`config.mk`:
```
export PLATFORM = sky130hd
export DESIGN_NAME = v_sync_generator
export DESIGN_NICKNAME = d
export VERILOG_FILES = /design/src/rtl/vga_timing_pkg.sv /design/src/rtl/v_line_counter.sv /design/src/rtl/v_sync_generator.sv
export SDC_FILE = /design/constraint.sdc
export NUM_CORES = 1
export LEC_CHECK = 0
export ABC_AREA = 1
export CAP_MARGIN = 0
export CORE_ASPECT_RATIO = 1.1
export CORE_MARGIN = 1.5
export CORE_UTILIZATION = 35
export CTS_BUF_LIST = sky130_fd_sc_hd__clkbuf_8
export CTS_CLUSTER_SIZE = 40
export DETAILED_ROUTE_END_ITERATION = 10
export GPL_ROUTABILITY_DRIVEN = 0
export HOLD_SLACK_MARGIN = 0.05
export SLEW_MARGIN = 10
export SYNTH_ARGS = -nofsm -noshare
export SYNTH_HDL_FRONTEND = slang
export SYNTH_SLANG_ARGS = --single-unit
```
`constraint.sdc`:
```
create_clock -name control_clock -period 4.8 [get_ports control_clock]
set_clock_uncertainty 0.15 [all_clocks]
set_input_delay 0.96 -clock control_clock [delete_from_list [all_inputs] [get_ports control_clock]]
set_output_delay 0.96 -clock control_clock [all_outputs]
set_load 0.02 [all_outputs]
```
`src/rtl/vga_timing_pkg.sv`:
```
// rtl/vga_timing_pkg.sv - shared vertical timing types and 1024x768@60 constants
// Contents: v_state_t enum, vertical span defaults, derived total and sync
// start/end lines, and a helper that maps a line index to its vertical region.
package vga_timing_pkg;

    typedef enum logic [1:0] {
        ACTIVE = 2'd0,
        FRONT  = 2'd1,
        SYNC   = 2'd2,
        BACK   = 2'd3
    } v_state_t;

    localparam int V_ACTIVE_DEF      = 768;
    localparam int V_FRONT_PORCH_DEF = 3;
    localparam int V_SYNC_WIDTH_DEF  = 6;
    localparam int V_BACK_PORCH_DEF  = 29;
    localparam bit V_SYNC_POL_DEF    = 1'b0;
    localparam int COUNTER_WIDTH_DEF = 11;

    localparam int V_TOTAL_DEF      = V_ACTIVE_DEF + V_FRONT_PORCH_DEF
                                    + V_SYNC_WIDTH_DEF + V_BACK_PORCH_DEF;
    localparam int V_SYNC_START_DEF = V_ACTIVE_DEF + V_FRONT_PORCH_DEF;
    localparam int V_SYNC_END_DEF   = V_SYNC_START_DEF + V_SYNC_WIDTH_DEF;

    // Region is a pure function of the line index, so a zero-length span is
    // never selected and the FSM passes through it within the same edge.
    function automatic v_state_t v_region(input int line, input int active,
                                          input int sync_start, input int sync_end);
        v_state_t r;
        if (line < active)
            r = ACTIVE;
        else if (line < sync_start)
            r = FRONT;
        else if (line < sync_end)
            r = SYNC;
        else
            r = BACK;
        return r;
    endfunction

endpackage

```
`src/rtl/v_line_counter.sv`:
```
// rtl/v_line_counter.sv - enable/strobe-qualified line counter with wrap flag
// Ports: clk, rst_n (async active-low), enable, strobe in; count (registered),
// next_count (value after the next counted strobe), step (counted strobe this
// cycle), wrap (counted strobe on the last line) out.
module v_line_counter #(
    parameter int WIDTH = 11,
    parameter int TOTAL = 806
) (
    input  logic             clk,
    input  logic             rst_n,
    input  logic             enable,
    input  logic             strobe,
    output logic [WIDTH-1:0] count,
    output logic [WIDTH-1:0] next_count,
    output logic             step,
    output logic             wrap
);

    logic at_last;

    always_comb begin
        at_last    = (count == WIDTH'(TOTAL - 1));
        step       = enable & strobe;
        wrap       = step & at_last;
        next_count = at_last ? '0 : count + WIDTH'(1);
    end

    always_ff @(posedge clk or negedge rst_n) begin
        if (!rst_n)
            count <= '0;
        else if (step)
            count <= next_count;
    end

    a_count_in_range: assert property (@(posedge clk) disable iff (!rst_n)
        count <= WIDTH'(TOTAL - 1));

endmodule

```
`src/rtl/v_sync_generator.sv`:
```
// rtl/v_sync_generator.sv - vertical timing stage driven by the H-stage line_end strobe
// Ports: control_clock, control_reset_n (async active-low), enable, line_end in;
// line_count, v_sync, v_active, frame_start, frame_end out.
// FRAME_COUNTER_EN: when defined adds frame_count[7:0], incremented on each frame_start.
module v_sync_generator
    import vga_timing_pkg::*;
#(
    parameter int V_ACTIVE      = V_ACTIVE_DEF,
    parameter int V_FRONT_PORCH = V_FRONT_PORCH_DEF,
    parameter int V_SYNC_WIDTH  = V_SYNC_WIDTH_DEF,
    parameter int V_BACK_PORCH  = V_BACK_PORCH_DEF,
    parameter bit V_SYNC_POL    = V_SYNC_POL_DEF,
    parameter int COUNTER_WIDTH = COUNTER_WIDTH_DEF
) (
    input  logic                     control_clock,
    input  logic                     control_reset_n,
    input  logic                     enable,
    input  logic                     line_end,
    output logic [COUNTER_WIDTH-1:0] line_count,
    output logic                     v_sync,
    output logic                     v_active,
    output logic                     frame_start,
`ifdef FRAME_COUNTER_EN
    output logic                     frame_end,
    output logic [7:0]               frame_count
`else
    output logic                     frame_end
`endif
);

    localparam int V_TOTAL      = V_ACTIVE + V_FRONT_PORCH + V_SYNC_WIDTH + V_BACK_PORCH;
    localparam int V_SYNC_START = V_ACTIVE + V_FRONT_PORCH;
    localparam int V_SYNC_END   = V_SYNC_START + V_SYNC_WIDTH;

    logic [COUNTER_WIDTH-1:0] next_count;
    logic                     step;
    logic                     wrap;
    v_state_t                 state;
    v_state_t                 next_state;

    v_line_counter #(
        .WIDTH (COUNTER_WIDTH),
        .TOTAL (V_TOTAL)
    ) u_line_counter (
        .clk        (control_clock),
        .rst_n      (control_reset_n),
        .enable     (enable),
        .strobe     (line_end),
        .count      (line_count),
        .next_count (next_count),
        .step       (step),
        .wrap       (wrap)
    );

    always_comb begin
        next_state = v_region(int'(next_count), V_ACTIVE, V_SYNC_START, V_SYNC_END);
    end

    // Pulses clear on every edge that is not a counted strobe, so they stay
    // single-cycle even when line_end is held or enable drops right after.
    always_ff @(posedge control_clock or negedge control_reset_n) begin
        if (!control_reset_n) begin
            state       <= ACTIVE;
            v_active    <= 1'b1;
            v_sync      <= ~V_SYNC_POL;
            frame_start <= 1'b0;
            frame_end   <= 1'b0;
        end else begin
            frame_start <= 1'b0;
            frame_end   <= 1'b0;
            if (step) begin
                state       <= next_state;
                v_active    <= (next_state == ACTIVE);
                v_sync      <= (next_state == SYNC) ? V_SYNC_POL : ~V_SYNC_POL;
                frame_end   <= (state == ACTIVE) && (next_state != ACTIVE);
                frame_start <= wrap;
            end
        end
    end

`ifdef FRAME_COUNTER_EN
    always_ff @(posedge control_clock or negedge control_reset_n) begin
        if (!control_reset_n)
            frame_count <= 8'd0;
        else if (wrap)
            frame_count <= frame_count + 8'd1;
    end
`endif

endmodule
```
==> impl_metrics.json, run 1 <==
{
  "status": "finished clean",
  "hold_viol_final": 0,
  "power.leakage_nw": 0.6316,
  "tightest_slew_ns": 0.7910,
  "nNetsFinal": 178,
  "area_delta_synth_final_pct": 24.61,
  "post_cts_buffers": 0,
  "hp-class": "flip-flop to flip-flop",
  "wire_per_inst_um": 11.62,
  "drt-initial-drc-count": 30,
  "vdd_ir_drop_max_v": 0.0002852,
  "drive_above_1_share": 0.09357,
  "power_mw": 0.5690,
  "multi_input_area_um2": 550.5,
  "clkSinkCount": 17,
  "power.density_nw_per_um2": 436.0,
  "worstPathRequired_ns": 3.69,
  "cp_top_family": "buffers and inverters",
  "clock_path_buffers": 2,
  "die_w_um": 55.16,
  "seqCellArea_um2": 427.9,
  "regToRegSetupSlack_ns": 2.87,
  "crit_path_top_delay_cell": "clkdlybuf4s50_1",
  "synthTopCellsByArea": "dfrtp_1, nand2_1, nor2_1",
  "holdBufCountCts": 0,
  "ys_seq_area_frac": 0.4086,
  "maxSlewViolCount": 0,
  "initial_utilization": 0.3737,
  "rsz0062_at_grt": "false",
  "ys_types": 22,
  "htree_num_levels": 1,
  "cp-end-kind": "output pin",
  "grt_antenna_before_repair": 0,
  "cts_tree": "yes",
  "fin_crit_sh": 0.5322,
  "fin_crit_ns": 2.555,
  "grt_pass1_vias": 938,
  "path_buf_inv": 1,
  "grt_pass1_wl_um": 4050,
  "overflow": 0,
  "clk_pin_slew_ns": 0.07,
  "numCtsBuffers": 3,
  "cpPeakStageDelay_ns": 0.67,
  "cap_violations": 0,
  "crit_chain": "clkdlybuf4s50_1",
  "routed_wl_um": 2370,
  "grt_max_degree": 24,
  "dr_total_vias": 996,
  "r2r-end": "state[0]$_DFFE_PN0P_",
  "setup_tns_ns": 0,
  "timing.fmax_ghz": 0.3914,
  "firstDrtPassIters": 4,
  "cts_root_buf": "clkbuf_8",
  "yosysTopAreaCell": "dfrtp_1",
  "fill_cells": 307,
  "via_per_inst": 4.882,
  "core_area_um2": 2803,
  "die_h_um": 60.37,
  "cts_resized": 0,
  "cp.depth": 1,
  "io_pins": 19,
  "ff2ff_path_depth": 9,
  "dp.final_hpwl_um": 1754,
  "synth_fp_nets": 158,
  "grt_usage": 0.1710,
  "io_buffers": 18,
  "drc_errors": 0,
  "insertion_delay_ns": 0.26,
  "r2r-start": "u_line_counter.count[0]$_DFFE_PN0P_",
  "avgSynthCellArea_um2": 6.890,
  "startpoint": "u_line_counter.count[2]$_DFFE_PN0P_",
  "ys_seq_elements": 17,
  "ant_nets": 0,
  "critPathKind": "flip-flop to output pin",
  "cp.arrival_ns": 1.44,
  "ys_warn_count": 0,
  "setup_viol": 0,
  "synthCells": 152,
  "netlist_area_um2": 1047,
  "synth_top_area_share": 0.3584,
  "die-area_um2": 3330,
  "min_from": "state[1]$_DFFE_PN0P_",
  "critPathMaxFanout": 9,
  "antenna_cells": 0,
  "crit_end": "line_count[2]",
  "placementRows": 20,
  "startpoint_type": "flip-flop",
  "slew_headroom": 0.4710
}
## where the power goes
group	switching [mW]	internal, mW
Combinational	0.135	0.0990
Clock	0.0540	0.0585
Sequential	0.0491	0.174
Total	0.238	0.331
## final cells by class
| type | count | area share |
|---|---|---|
| Clock inverter | 1 | 0.005753 |
| Inverter | 15 | 0.04314 |
| Tap cell | 33 | 0.03164 |
| Timing Repair Buffer | 18 | 0.1381 |
| Clock buffer | 3 | 0.03164 |
| Sequential cell | 17 | 0.3279 |
| Multi-Input combinational cell | 117 | 0.4219 |
## flip-flops by register name (all words and copies together) (netlist names)
register              flops
frame_start               1
frame_end                 1
state                     2
v_sync                    1
u_line_counter.count     11
v_active                  1
## cells in the final DEF, fill, tap and decap left out
master	count
nor2_2	3
clkinvlp_4	1
clkbuf_8	3
nand2_1	59
ha_1	2
o21ai_0	10
nand2_2	2
xor2_1	1
inv_2	1
xor2_2	1
dfrtp_1	15
nor2_1	19
xnor2_1	1
nand4_1	1
nand3_2	2
nor2_4	1
nand3_1	10
clkdlybuf4s50_1	18
nor3_1	1
inv_1	14
o21bai_1	2
dfstp_2	2
a21oi_1	2
## synth_stat cells (all sizes together)
cell type and instances:
nand4 1, nand2 61, ha 2, nor3 1, clkbuf 2, o21ai 10
dfstp 2, xnor2 1, nor2 23, nand3 12, dfrtp 15, inv 15
o21bai 2, xor2 2, buf 1, a21oi 2
## logic make-up after synthesis
group	count (synthesis)	share of synthesized area
and+or+nand+nor	98	0.3978
DFF	17	0.4086
AOI/OAI and AO/OA	14	0.07168
xor gates and xnor gates	3	0.03227
adders and majority gates	2	0.02389
buffers and inverters	18	0.06571
## metrics by stage
stage | util | setup WS, ns | instances | area [um2] | hold WS [ns]
2_1_floorplan | - | 2.974 | 152 | 1047 | 0.2571
3_3_place_gp | 0.4482 | 2.161 | 200 | 1256 | 0.2779
3_5_place_dp | 0.4482 | 2.106 | 200 | 1256 | 0.2796
4_1_cts | 0.4656 | 2.232 | 204 | 1305 | 0.2941
5_1_grt | 0.4656 | 2.159 | 204 | 1305 | 0.2990
6_report | 0.4656 | 2.245 | 204 | 1305 | 0.2923
## layer usage
layer | vias to the layer above | track usage | part of all wire
li1 | 511 | - | -
met1 | 460 | 0.2134 | 0.46
met2 | 21 | 0.2874 | 0.48
met3 | 4 | 0.04433 | 0.045
met4 | 0 | 0.05226 | 0.011
met5 | - | 0 | 0
## how the worst min path moves through the flow
stage / cells past startpoint / slack, ns / endpoint
3_5_place_dp: 1 / 0.28 / frame_end$_DFF_PN0_
4_1_cts: 1 / 0.29 / frame_end$_DFF_PN0_
5_1_grt: 1 / 0.30 / frame_end$_DFF_PN0_
2_1_floorplan: 1 / 0.26 / frame_end$_DFF_PN0_
3_3_place_gp: 1 / 0.28 / frame_end$_DFF_PN0_
6_report: 1 / 0.29 / frame_end$_DFF_PN0_
(Power assumes the default switching activity.)
==> run 2, diff against run 1 <==
==> constraint.sdc (replaced) <==
create_clock -name control_clock -period 2.15 [get_ports control_clock]
set_clock_uncertainty 0.15 [all_clocks]
set_input_delay 0.43 -clock control_clock [delete_from_list [all_inputs] [get_ports control_clock]]
set_output_delay 0.43 -clock control_clock [all_outputs]
set_load 0.02 [all_outputs]
==> run 2 against run 1 <==
Critical endpoint unchanged. Wire length up 4.4%. Via count up 1.3%. Sequential share of layout area down 0.31 points. Clock-buffer cell count unchanged. Total power up 120%. Final cell count up 0.98%. First-iteration DRC count down 17%. Utilization up 0.45 points. Largest cell class unchanged. Combinational power up 120%. Worst hold slack better by 0.00061 ns.
==> impl_metrics.json, run 2 (synthesis results as in run 1) <==
{
  "status": "finished clean",
  "setup_viol": 0,
  "cp.arrival_ns": 1.45,
  "via_per_inst": 4.898,
  "io_buffers": 18,
  "numCtsBuffers": 3,
  "p_seq_frac": 0.391,
  "seqCellArea_um2": 427.9,
  "grt_max_degree": 23,
  "die_h_um": 60.37,
  "startpoint_type": "flip-flop",
  "grt_pass1_wl_um": 4146,
  "cap_violations": 0,
  "crit_chain": "clkdlybuf4s50_1",
  "placementRows": 20,
  "power.density_nw_per_um2": 964.1,
  "firstDrtPassIters": 4,
  "wire_per_inst_um": 12.01,
  "switching_share": 0.4170,
  "critPathMaxFanout": 9,
  "overflow": 0,
  "insertion_delay_ns": 0.26,
  "grt_usage": 0.1768,
  "crit_path_top_delay_cell": "clkdlybuf4s50_1",
  "pwr-share-comb": 0.413,
  "top_regs": "u_line_counter.count (11), state (2)",
  "worst_slack_ns": 0.1247,
  "clock_path_buffers": 2,
  "cp-end-kind": "output pin",
  "drc_errors": 0,
  "ant_nets": 0,
  "r2r-start": "u_line_counter.count[0]$_DFFE_PN0P_",
  "largest_register": "u_line_counter.count",
  "dp_worst_setup_slack_ns": 0.2348,
  "p_int_mw": 0.7405,
  "cp_top_family": "buffers and inverters",
  "htree_num_levels": 1,
  "largest_reg_flops": 11,
  "routed_wl_um": 2474,
  "dr_total_vias": 1009,
  "clock_power_share": 0.196,
  "cpPeakStageDelay_ns": 0.67,
  "multi_input_area_um2": 550.5,
  "io_pins": 19,
  "hp-class": "flip-flop to flip-flop",
  "drive_above_1_share": 0.1040,
  "min_from": "state[1]$_DFFE_PN0P_",
  "drt-initial-drc-count": 25,
  "nNetsFinal": 180,
  "hold_viol_final": 0,
  "vdd_ir_drop_max_v": 0.0006311,
  "initial_utilization": 0.3737,
  "die_w_um": 55.16,
  "dp.final_hpwl_um": 1855,
  "final_common_cell": "nand2_1",
  "antenna_cells": 0,
  "rsz0062_at_grt": "false",
  "holdBufCountCts": 0,
  "maxSlewViolCount": 0,
  "startpoint": "u_line_counter.count[2]$_DFFE_PN0P_",
  "critPathKind": "flip-flop to output pin",
  "grt_pass1_vias": 956,
  "fin_crit_sh": 0.9420,
  "clk_pin_slew_ns": 0.07,
  "area_delta_synth_final_pct": 25.81,
  "fin_util": 0.4701,
  "slew_headroom": 0.6725,
  "fill_cells": 280,
  "cts_root_buf": "clkbuf_8",
  "post_cts_buffers": 0,
  "clkSinkCount": 17,
  "worstPathRequired_ns": 1.57,
  "grt_antenna_before_repair": 0,
  "core_area_um2": 2803,
  "timing.fmax_ghz": 0.4938,
  "die-area_um2": 3330,
  "power.leakage_nw": 0.6447,
  "cts_resized": 0,
  "tightest_slew_ns": 0.4898,
  "p_switching_mw": 0.5297,
  "setup_tns_ns": 0,
  "layout_common_cells": "nand2_1, nor2_1, clkdlybuf4s50_1",
  "cts_tree": "yes",
  "path_buf_inv": 1,
  "fin_crit_ns": 2.025
}
## run 2: worst register-to-register path, delay by kind of cell, from the launching register on
kind	cells	cell delay [ns]
and+or+nand+nor	9	0.90
buffers and inverters	1	0.07
DFF	1	0.46
adders and majority gates	1	0.28
## run 2: cell type report
type,count,area share
timing repair buffer,20,0.1481
inverter,15,0.04274
clock inverter,1,0.003799
multi-input combinational,117,0.4179
clock buffer,3,0.03134
tap,33,0.03134
sequential,17,0.3248
## run 2: path summary, 6_finish.rpt
| check | endpoint | depth (start not counted) | slack (ns) |
|---|---|---|---|
| setup / recovery | line_count[2] | 1 | 0.12 |
| hold / removal | frame_end$_DFF_PN0_ | 1 | 0.29 |
| setup reg to reg | state[0]$_DFFE_PN0P_ | 11 | 0.19 |
| hold reg to reg | frame_end$_DFF_PN0_ | 1 | 0.29 |
| max in group asynchronous | state[0]$_DFFE_PN0P_ | 2 | 1.00 |
| min in group asynchronous | u_line_counter.count[4]$_DFFE_PN0P_ | 1 | 0.35 |
## run 2: power by group through the flow
stage               Clock [mW]  Sequential (mW)  Combinational (mW)
floorplan                    0            0.540               0.284
global placement             0            0.494               0.526
detailed placement           0            0.500               0.530
CTS                      0.255            0.495               0.531
global route             0.271            0.511               0.584
finish                   0.248            0.497               0.525
## run 2: per-stage QoR
step / total power [mW] / hold slack (ns) / instances / area [um2]
2_1_floorplan: 0.8237 / -0.01559 / 152 / 1047
3_3_place_gp: 1.020 / 0.2733 / 202 / 1271
3_5_place_dp: 1.030 / 0.2758 / 202 / 1271
4_1_cts: 1.282 / 0.2909 / 206 / 1318
5_1_grt: 1.366 / 0.3121 / 206 / 1318
6_report: 1.270 / 0.2929 / 206 / 1318
## run 2: routing by layer
layer / share of wire / GRT usage / vias to the layer above
li1: - / - / 512
met1: 0.47 / 0.2269 / 467
met2: 0.47 / 0.2704 / 23
met3: 0.038 / 0.03202 / 7
met4: 0.029 / 0.1150 / 0
met5: 0 / 0 / -
==> run 3, diff against run 2 <==
--- a/config.mk
+++ b/config.mk
@@ -5,7 +5,7 @@
 export SDC_FILE = /design/constraint.sdc
 export NUM_CORES = 1
 export LEC_CHECK = 0
-export ABC_AREA = 1
+export ABC_AREA = 0
 export CAP_MARGIN = 0
 export CORE_ASPECT_RATIO = 1.1
 export CORE_MARGIN = 1.5
==> run 3 against run 2 <==
Via count is 14% higher. Final cell count shrank 1.5%. Critical path type is now flip-flop to flip-flop. Design area up 23%. Critical path depth increased by 6. Total power increased by 5.8%. Maximum frequency down 4.8%. Highest routed layer unchanged. Largest cell class unchanged.
==> impl_metrics.json, run 3 <==
{
  "ys_warn_count": 0,
  "cts_tree": "yes",
  "via_per_inst": 5.655,
  "min_to": "frame_end$_DFF_PN0_",
  "grt_antenna_before_repair": 0,
  "avgSynthCellArea_um2": 8.834,
  "status": "finished clean",
  "die_w_um": 58.04,
  "grt_pass1_vias": 1082,
  "core_area_um2": 3100,
  "htree_num_levels": 1,
  "synth_commonest_cells": "dfrtp_1, nand2_1, a21oi_1, buf_2, nor3_1",
  "grt_usage": 0.1893,
  "top_regs": "u_line_counter.count (11), state (2)",
  "die-area_um2": 3688,
  "ant_nets": 0,
  "setup_viol": 0,
  "fin_area_um2": 1618,
  "overflow": 0,
  "pwr-share-comb": 0.470,
  "synthCells": 132,
  "worstPathRequired_ns": 2.15,
  "startpoint_type": "flip-flop",
  "largest_register": "u_line_counter.count",
  "synth_edf_count": 0,
  "clock_power_share": 0.185,
  "numCtsBuffers": 3,
  "r2r-start": "u_line_counter.count[1]$_DFFE_PN0P_",
  "synthTopCellsByArea": "dfrtp_1, dfstp_2, nand2_1",
  "io_buffers": 18,
  "r2r-end": "u_line_counter.count[8]$_DFFE_PN0P_",
  "grt_pass1_wl_um": 5395,
  "hp-class": "flip-flop to flip-flop",
  "power.density_nw_per_um2": 830.4,
  "fin_crit_sh": 0.9900,
  "p_int_mw": 0.8106,
  "vdd_ir_drop_max_v": 0.0003965,
  "layout_common_cells": "buf_4, clkdlybuf4s50_1, nand2_1",
  "drive_above_1_share": 0.3195,
  "cp-end-kind": "flip-flop",
  "switching_share": 0.3966,
  "final_common_cell": "buf_4",
  "synth_top_area_share": 0.3219,
  "maxSlewViolCount": 0,
  "ff2ff_path_depth": 7,
  "placementRows": 21,
  "yosysMostFrequentCell": "dfrtp_1",
  "clk_pin_slew_ns": 0.07,
  "initial_utilization": 0.3761,
  "fin_crit_ns": 2.129,
  "setup_tns_ns": 0,
  "rsz0062_at_grt": "true",
  "largest_reg_flops": 11,
  "whs_path_depth": 1,
  "p_seq_frac": 0.345,
  "die_h_um": 63.54,
  "slew_headroom": 0.6550,
  "clkSinkCount": 17,
  "tightest_slew_ns": 0.5131,
  "dr_total_vias": 1148,
  "synthArstFlopShare": 1.000,
  "drc_errors": 0,
  "dp.final_hpwl_um": 2415,
  "netlist_area_um2": 1166,
  "insertion_delay_ns": 0.26,
  "hold_viol_final": 0,
  "critPathMaxFanout": 5,
  "antenna_cells": 0,
  "min_from": "state[0]$_DFFE_PN0P_",
  "clock_path_buffers": 2,
  "critPathKind": "flip-flop to flip-flop",
  "firstDrtPassIters": 6,
  "area_delta_synth_final_pct": 38.73,
  "timing.fmax_ghz": 0.4698,
  "p_switching_mw": 0.5328,
  "nNetsFinal": 176,
  "cts_root_buf": "clkbuf_8",
  "grt_max_degree": 18,
  "drt-initial-drc-count": 57,
  "synthFlopType": "dfrtp_1",
  "yosysTopAreaCell": "dfrtp_1",
  "regToRegSetupSlack_ns": 0.02,
  "cp.arrival_ns": 2.13,
  "cap_violations": 0,
  "dp_worst_setup_slack_ns": -0.1021,
  "io_pins": 19,
  "ys_seq_elements": 17,
  "worst_slack_ns": 0.02148,
  "place_area_um2": 1501,
  "ys_types": 50,
  "power.leakage_nw": 0.6559,
  "synth_fp_nets": 138,
  "ys_seq_area_frac": 0.3670,
  "wire_per_inst_um": 16.36,
  "routed_wl_um": 3322
}
run 3: how the worst max path moves through the flow:
stage                                         from                                  end  slack, ns  depth (start not counted)
6_report       u_line_counter.count[1]$_DFFE_PN0P_  u_line_counter.count[8]$_DFFE_PN0P_       0.02                          7
5_1_grt        u_line_counter.count[1]$_DFFE_PN0P_  u_line_counter.count[8]$_DFFE_PN0P_      -0.04                          7
4_1_cts        u_line_counter.count[4]$_DFFE_PN0P_                        line_count[4]      0.007                          2
3_5_place_dp   u_line_counter.count[1]$_DFFE_PN0P_                 state[1]$_DFFE_PN0P_      -0.10                          7
3_3_place_gp   u_line_counter.count[1]$_DFFE_PN0P_                 state[1]$_DFFE_PN0P_       0.01                          7
2_1_floorplan  u_line_counter.count[1]$_DFFE_PN0P_  u_line_counter.count[8]$_DFFE_PN0P_      -0.05                          8
run 3: routing by layer:
layer / GRT usage / part of all wire
met5: 0 / 0
met4: 0.09012 / 0.030
met3: 0.01848 / 0.030
met2: 0.2969 / 0.49
met1: 0.2570 / 0.45
run 3: cells by family (layout without fill, tap and decap cells):
family | Yosys count | in the layout | share of synthesized area
AO/OA/AOI/OAI | 33 | 33 | 0.2028
XOR/XNOR | 4 | 4 | 0.03005
AND/OR/NAND/NOR | 63 | 63 | 0.3165
adder cells (fa/ha/maj) | 2 | 2 | 0.02146
flip-flops | 17 | 17 | 0.3670
buffers and inverters | 13 | 50 | 0.06222
run 3: what timing repair did:
| action | 4_1_cts | 5_1_grt |
|---|---|---|
| hold buffers | 0 | 0 |
| pin swaps | 1 | 7 |
| resized for setup | 3 | 12 |
| endpoints found under the setup margin | 6 | 10 |
| setup buffers | 0 | 2 |
run 3: critical path: stages (launching register included):
cell,delay (ns)
dfrtp_2,0.44
inv_2,0.05
ha_1,0.13
or4b_4,0.50
or3_4,0.37
o21ai_4,0.18
inv_2,0.04
a22o_1,0.17
run 3: stage by stage:
| stage | hold WS [ns] | util | total power, mW | instances |
|---|---|---|---|---|
| 6_report | 0.2773 | 0.5218 | 1.343 | 203 |
| 5_1_grt | 0.3066 | 0.5218 | 1.417 | 203 |
| 4_1_cts | 0.2786 | 0.5032 | 1.306 | 201 |
| 3_5_place_dp | 0.2683 | 0.4843 | 1.047 | 197 |
| 3_3_place_gp | 0.2729 | 0.4843 | 1.036 | 197 |
| 2_1_floorplan | -0.01559 | - | 0.8171 | 132 |
run 3: cell type report:
class / count / area [um2]
clock buffer: 3 / 41.29
clock inverter: 1 / 5.005
fill: 276 / 1483
inverter: 3 / 11.26
multi-input combinational: 102 / 711.9
sequential: 17 / 434.2
tap: 34 / 42.54
timing repair buffer: 43 / 371.6
run 3: power by group through the flow:
stage               registers (mW)  logic, mW  clock network, mW
global route                 0.475      0.677              0.265
global placement             0.461      0.575                  0
finish                       0.463      0.631              0.249
floorplan                    0.474      0.343                  0
CTS                          0.457      0.596              0.253
detailed placement           0.461      0.586                  0
